**config.mk**
```make
export PLATFORM = sky130hd
export DESIGN_NAME = vfu_result_wb_arbiter
export DESIGN_NICKNAME = d
export VERILOG_FILES = /design/src/rtl/vfu_result_wb_arbiter.sv
export SDC_FILE = /design/constraint.sdc
export NUM_CORES = 1
export LEC_CHECK = 0
export CAP_MARGIN = 15
export CORE_UTILIZATION = 41
export DETAILED_ROUTE_END_ITERATION = 10
export PLACE_DENSITY_LB_ADDON = 0.3
export SETUP_SLACK_MARGIN = 0.02
export SKIP_LAST_GASP = 1
export SLEW_MARGIN = 20
export SYNTH_ARGS = -nofsm -noshare
export SYNTH_HDL_FRONTEND = slang
export SYNTH_SLANG_ARGS = --single-unit
```
**constraint.sdc**
```tcl
create_clock -name clk_i -period 6.6 [get_ports clk_i]
set_input_delay 1.65 -clock clk_i [delete_from_list [all_inputs] [get_ports clk_i]]
set_output_delay 1.65 -clock clk_i [all_outputs]
set_load 0.02 [all_outputs]
```
**src/rtl/vfu_result_wb_arbiter.sv**
```systemverilog
// rtl/vfu_result_wb_arbiter.sv - two-source result FIFOs merged round-robin onto one VRF write port
module vfu_result_wb_arbiter #(
    parameter int  NrVInsn     = 8,
    parameter int  FifoDepth   = 2,
    parameter type vaddr_t     = logic,
    parameter type elen_simd_t = logic [63:0],
    localparam int DataWidth   = $bits(elen_simd_t),
    localparam int StrbWidth   = DataWidth / 8,
    localparam int IdWidth     = (NrVInsn > 1) ? $clog2(NrVInsn) : 1
) (
    input  logic                 clk_i,
    input  logic                 rst_ni,
    input  logic                 alu_result_req_i,
    input  logic [IdWidth-1:0]   alu_result_id_i,
    input  vaddr_t               alu_result_addr_i,
    input  logic [DataWidth-1:0] alu_result_wdata_i,
    input  logic [StrbWidth-1:0] alu_result_be_i,
    output logic                 alu_result_gnt_o,
    input  logic                 mfpu_result_req_i,
    input  logic [IdWidth-1:0]   mfpu_result_id_i,
    input  vaddr_t               mfpu_result_addr_i,
    input  logic [DataWidth-1:0] mfpu_result_wdata_i,
    input  logic [StrbWidth-1:0] mfpu_result_be_i,
    output logic                 mfpu_result_gnt_o,
    output logic                 vrf_req_o,
    output logic [IdWidth-1:0]   vrf_id_o,
    output vaddr_t               vrf_addr_o,
    output logic [DataWidth-1:0] vrf_wdata_o,
    output logic [StrbWidth-1:0] vrf_be_o,
    output logic                 vrf_src_o,
    input  logic                 vrf_gnt_i,
    output logic [NrVInsn-1:0]   wb_done_o
);

    localparam int PtrWidth = (FifoDepth > 1) ? $clog2(FifoDepth) : 1;
    localparam int CntWidth = $clog2(FifoDepth + 1);

    typedef struct packed {
        logic [IdWidth-1:0]   id;
        vaddr_t               addr;
        logic [DataWidth-1:0] wdata;
        logic [StrbWidth-1:0] be;
    } entry_t;

    // Index 0 is the ALU source, index 1 the MFPU source.
    entry_t              mem_q    [2][FifoDepth];
    logic [PtrWidth-1:0] rd_ptr_q [2];
    logic [PtrWidth-1:0] wr_ptr_q [2];
    logic [CntWidth-1:0] count_q  [2];

    entry_t in_entry [2];
    logic   in_req   [2];
    logic   gnt      [2];
    logic   push     [2];
    logic   pop      [2];
    logic   nonempty [2];

    logic   live_q;
    logic   rr_q;
    logic   lock_q;
    logic   lock_src_q;
    logic   sel;
    logic   fire;
    entry_t head;
    logic [NrVInsn-1:0] done_q;

    assign in_req[0]   = alu_result_req_i;
    assign in_req[1]   = mfpu_result_req_i;
    assign in_entry[0] = '{id: alu_result_id_i, addr: alu_result_addr_i,
                           wdata: alu_result_wdata_i, be: alu_result_be_i};
    assign in_entry[1] = '{id: mfpu_result_id_i, addr: mfpu_result_addr_i,
                           wdata: mfpu_result_wdata_i, be: mfpu_result_be_i};

    // Grant depends only on the request and registered state; a full FIFO never
    // grants, even when it is popping in the same cycle.
    always_comb begin
        for (int s = 0; s < 2; s++) begin
            nonempty[s] = (count_q[s] != '0);
            gnt[s]      = in_req[s] & live_q & (count_q[s] < CntWidth'(FifoDepth));
            push[s]     = in_req[s] & gnt[s];
        end
    end

    assign alu_result_gnt_o  = gnt[0];
    assign mfpu_result_gnt_o = gnt[1];

    // Selection: a stalled write keeps its source; otherwise the only non-empty
    // FIFO wins, and a tie goes to the round-robin pointer.
    always_comb begin
        sel = 1'b0;
        if (lock_q) begin
            sel = lock_src_q;
        end else if (nonempty[0] && nonempty[1]) begin
            sel = rr_q;
        end else if (nonempty[1]) begin
            sel = 1'b1;
        end
    end

    assign head   = mem_q[sel][rd_ptr_q[sel]];
    assign fire   = nonempty[sel] & vrf_gnt_i;
    assign pop[0] = fire & ~sel;
    assign pop[1] = fire & sel;

    // Payload is forced to zero whenever nothing is presented.
    assign vrf_req_o   = nonempty[sel];
    assign vrf_id_o    = vrf_req_o ? head.id    : '0;
    assign vrf_addr_o  = vrf_req_o ? head.addr  : '0;
    assign vrf_wdata_o = vrf_req_o ? head.wdata : '0;
    assign vrf_be_o    = vrf_req_o ? head.be    : '0;
    assign vrf_src_o   = vrf_req_o & sel;
    assign wb_done_o   = done_q;

    // FIFO storage; contents need no reset because counts gate visibility.
    always_ff @(posedge clk_i) begin
        for (int s = 0; s < 2; s++) begin
            if (push[s]) begin
                mem_q[s][wr_ptr_q[s]] <= in_entry[s];
            end
        end
    end

    // FIFO pointers and occupancy counts.
    always_ff @(posedge clk_i or negedge rst_ni) begin
        if (!rst_ni) begin
            for (int s = 0; s < 2; s++) begin
                rd_ptr_q[s] <= '0;
                wr_ptr_q[s] <= '0;
                count_q[s]  <= '0;
            end
        end else begin
            for (int s = 0; s < 2; s++) begin
                if (push[s]) begin
                    wr_ptr_q[s] <= (wr_ptr_q[s] == PtrWidth'(FifoDepth - 1)) ? '0 : wr_ptr_q[s] + 1'b1;
                end
                if (pop[s]) begin
                    rd_ptr_q[s] <= (rd_ptr_q[s] == PtrWidth'(FifoDepth - 1)) ? '0 : rd_ptr_q[s] + 1'b1;
                end
                if (push[s] && !pop[s]) begin
                    count_q[s] <= count_q[s] + 1'b1;
                end else if (!push[s] && pop[s]) begin
                    count_q[s] <= count_q[s] - 1'b1;
                end
            end
        end
    end

    // Arbitration state: stall lock, round-robin pointer and the post-reset
    // quiet cycle that keeps the grants low right after release.
    always_ff @(posedge clk_i or negedge rst_ni) begin
        if (!rst_ni) begin
            live_q     <= 1'b0;
            rr_q       <= 1'b0;
            lock_q     <= 1'b0;
            lock_src_q <= 1'b0;
        end else begin
            live_q <= 1'b1;
            if (fire) begin
                lock_q <= 1'b0;
                if (nonempty[0] && nonempty[1]) begin
                    rr_q <= ~sel;
                end
            end else if (vrf_req_o) begin
                lock_q     <= 1'b1;
                lock_src_q <= sel;
            end
        end
    end

    // One-hot completion pulse in the cycle after each committed write.
    always_ff @(posedge clk_i or negedge rst_ni) begin
        if (!rst_ni) begin
            done_q <= '0;
        end else if (fire) begin
            done_q <= NrVInsn'(1) << head.id;
        end else begin
            done_q <= '0;
        end
    end

endmodule

```
==> metrics.log <==
INFO  metric rows = 63
INFO  metric reg2reg_depth = 8
INFO  metric grt_setup_unrepaired = no
INFO  metric crit_required = 4.95 ns
INFO  metric htree_num_levels = 2
INFO  metric dr_vias = 7247
INFO  metric effective_utilization_at_floorplan = 42.2%
INFO  metric drt_first_pass_iters = 4
INFO  metric final.period_utilization = 79.3%
INFO  metric synth.yosys.seq_area_share = 76.2%
INFO  metric postSynth.asyncResetShare = 6.17%
INFO  metric crit_path_launch_type = flip-flop
INFO  metric cts.path.max_buffers = 3
INFO  metric timing.critical_path.from = count_q[1]
INFO  metric crit_path_max_incr_delay = 0.70 ns
INFO  metric wire_per_inst = 19.6 µm
INFO  metric crit_path_top_delay_cell = clkdlybuf4s50_1
INFO  metric clkTransAtPathRegs = 0.06 ns
INFO  metric power_leakage = 5.55 nW
INFO  metric postSynthAreaPerCell = 17.2 µm²
INFO  metric fmax = 191 MHz
INFO  metric r2r-start = count_q[1]
INFO  metric path_cells = nor2_1 -> o31a_2 -> buf_12 -> a211oi_1 -> a211oi_1 -> clkdlybuf4s50_1
INFO  metric synth_area = 0.0126 mm²
INFO  metric worst-slew-pin-transition = 1.01 ns
INFO  metric cp_common_cell = a211oi_1
INFO  metric grt.total_usage = 17.1%
INFO  metric postCtsHoldBufs = 0
INFO  metric peak_supply_drop = 0.000330 V
INFO  metric maximum_number_of_pins_on_one_net_before_global_route_repair = 82
INFO  metric dr_drc_count = 0
INFO  metric final_max_slew_viol_count = 0
INFO  metric category_of_the_worst_setup_path_capture_point = output port
INFO  metric powerDensity = 500 mW/mm²
INFO  metric layout-drive-gt1-share = 7.09%
INFO  metric synthDistinctLibCells = 31
INFO  metric clock_skew = 0.0128 ns
INFO  metric globalRouteOverflowTotal = 0
INFO  metric cts-root-buf = clkbuf_16
INFO  metric ant_nets = 0
INFO  metric initial_antenna_violation_count = 1
INFO  metric coreArea = 0.0300 mm²
INFO  metric first_pass_grt_wire_length = 40900 µm
INFO  metric routed_wl = 27300 µm
INFO  metric number_of_enable_flip_flop_cells_after_synthesis = 304
INFO  metric gp_congestion = 0.755
INFO  metric crit_arrival = 3.58 ns
INFO  metric critPathMaxFanout = 78
INFO  metric design.die.area = 0.0315 mm²
INFO  metric clock_sinks = 324
INFO  metric avgViaCountPerCell = 5.20
INFO  metric ff2ff_setup_slack = 3.86 ns
INFO  metric top_level_ports = 245
INFO  metric maxCapViolCount = 0
INFO  metric crit-reg2reg-capture = count_q[3]
INFO  metric final_setup_violation_count = 0
INFO  metric min-delay-start = rr_q
INFO  metric post-place-cells = 1330
INFO  metric run_status = finished clean
INFO  metric hold_viol = 0
INFO  metric ys_seq_elements = 324
INFO  metric layout.cells.non_filler = 1393
INFO  metric mapped_cells = 737
INFO  metric post_cts.resized_instances = 0
INFO  metric critical_path_class = reg2out
INFO  metric hp-class = reg2reg
INFO  metric die_h = 178 µm
INFO  metric cts_setup_buffers = 0
INFO  metric via_count_of_the_first_global_routing_pass = 7352
INFO  metric clock_tree_from_tritoncts = yes
INFO  metric buffer_ports.inserted = 244
INFO  metric synthesis.yosys.warnings = 0
INFO  metric final.min_clock_period = 5.23 ns
INFO  metric clk_latency = 0.50 ns
INFO  metric post_synthesis_net_count = 896
INFO  metric fin_nets = 1136
INFO  metric cts_buffers = 35
INFO  metric slew_headroom = 32.7%
INFO  metric dr.first_iter.drc_count = 515
INFO  metric synthToLayoutAreaGrowth = 31.3%
INFO  metric final.setup.tns = 0 ns
INFO  metric die_w = 178 µm
INFO  metric place.detailed.hpwl = 16700 µm
INFO  metric postSynth.topFlopCell = edfxtp_1
INFO  metric worst_setup_path_endpoint = vrf_wdata_o[46]
==> cell families (layout without fill, tap and decap cells) <==
| logic type | Yosys count | in the layout | share of synthesized area, % |
|---|---|---|---|
| buffers and inverters | 53 | 318 | 1.93 |
| adders and majority gates | 2 | 2 | 0.198 |
| DFF | 324 | 324 | 76.2 |
| other | 1 | 2 | 0.0297 |
| xor gates and xnor gates | 10 | 10 | 0.693 |
| muxes | 86 | 86 | 6.94 |
| and+or+nand+nor | 110 | 110 | 5.07 |
| AOI/OAI and AO/OA | 151 | 151 | 8.97 |
==> state kept, by name, indices dropped and copies added (netlist names) <==
| register | flops |
|---|---|
| count_q | 4 |
| rr_q | 1 |
| rd_ptr_q | 2 |
| lock_src_q | 1 |
| wr_ptr_q | 2 |
| mem_q | 304 |
| wb_done_o | 8 |
| lock_q | 1 |
| live_q | 1 |
==> cells in the mapped netlist, types with 3 or more instances <==
cell type	n	area share [%]
nor2b_1	74	3.7
xor2_1	6	0.42
nor4_1	8	0.40
mux2i_1	82	6.5
mux2_4	3	0.36
clkbuf_1	26	0.77
a211oi_1	146	8.7
xnor2_1	4	0.28
buf_2	21	0.83
nand2_1	6	0.18
edfxtp_1	304	72
nor3_1	4	0.16
dfrtp_1	20	4.0
nor2_1	11	0.33
==> layout make-up <==
type | count | area, µm²
fill | 2359 | 13400
sequential | 324 | 9640
multi-input combinational | 360 | 2800
timing repair buffer | 254 | 2530
clock buffer | 44 | 962
tap | 390 | 488
clock inverter | 18 | 159
inverter | 2 | 7.51
antenna | 1 | 2.50
==> placed cells by master (no fill, tap or decap), drive strengths merged, types with 2 or more instances in the layout <==
| cell type | n |
|---|---|
| o21ai | 2 |
| a211oi | 146 |
| buf | 10 |
| mux2i | 82 |
| nand3 | 2 |
| clkinv | 14 |
| bufinv | 3 |
| nand2 | 6 |
| xor2 | 6 |
| and2 | 2 |
| edfxtp | 304 |
| dfrtp | 20 |
| ha | 2 |
| nor2 | 11 |
| clkbuf | 44 |
| xnor2 | 4 |
| mux2 | 4 |
| nor4 | 8 |
| nor2b | 74 |
| clkdlybuf4s50 | 244 |
| inv | 2 |
| nor3 | 4 |
==> worst min-delay path by stage <==
| stage | end | slack [ns] | cells past startpoint |
|---|---|---|---|
| 6_report | rr_q | 0.50 | 1 |
| 3_5_place_dp | rr_q | 0.49 | 1 |
| 2_1_floorplan | rr_q | 0.47 | 1 |
| 5_1_grt | rr_q | 0.52 | 1 |
| 3_3_place_gp | rr_q | 0.49 | 1 |
| 4_1_cts | rr_q | 0.50 | 1 |
==> through the flow <==
step | setup WS, ns | utilization (%) | cell area [µm²] | total power (W) | hold slack (ns)
finish | 1.37 | 55.4 | 16600 | 0.00830 | 0.498
global placement | 1.90 | 51.6 | 15500 | 0.00647 | 0.486
global route | 1.14 | 55.4 | 16600 | 0.00871 | 0.516
floorplan | 1.46 | - | 12700 | 0.00490 | 0.471
CTS | 1.32 | 55.4 | 16600 | 0.00841 | 0.501
detailed placement | 1.85 | 51.6 | 15500 | 0.00649 | 0.487
==> layer usage <==
layer | GRT usage [%] | vias to the layer above | wire length [µm]
met3 | 3.45 | 44 | 1530
met5 | 0 | - | 0
li1 | - | 3430 | -
met1 | 22.8 | 3560 | 11700
met2 | 28.3 | 213 | 13400
met4 | 5.24 | 0 | 625
==> worst max-delay path: cells and delay by family (launching register included) <==
family | cells | cell delay [ns]
compound gates | 3 | 1.18
buf+inv | 2 | 1.08
flops | 1 | 0.46
simple gates | 1 | 0.27
==> report_power, final <==
| group | leakage, nW | total [W] | switching, W | internal [W] |
|---|---|---|---|---|
| Combinational | 1.99 | 0.00367 | 0.00205 | 0.00162 |
| Clock | 0.551 | 0.00188 | 0.000737 | 0.00115 |
| Sequential | 3.01 | 0.00275 | 0.000233 | 0.00251 |
| Total | 5.55 | 0.00830 | 0.00302 | 0.00528 |
No activity file was read; power rests on OpenSTA's default activity.
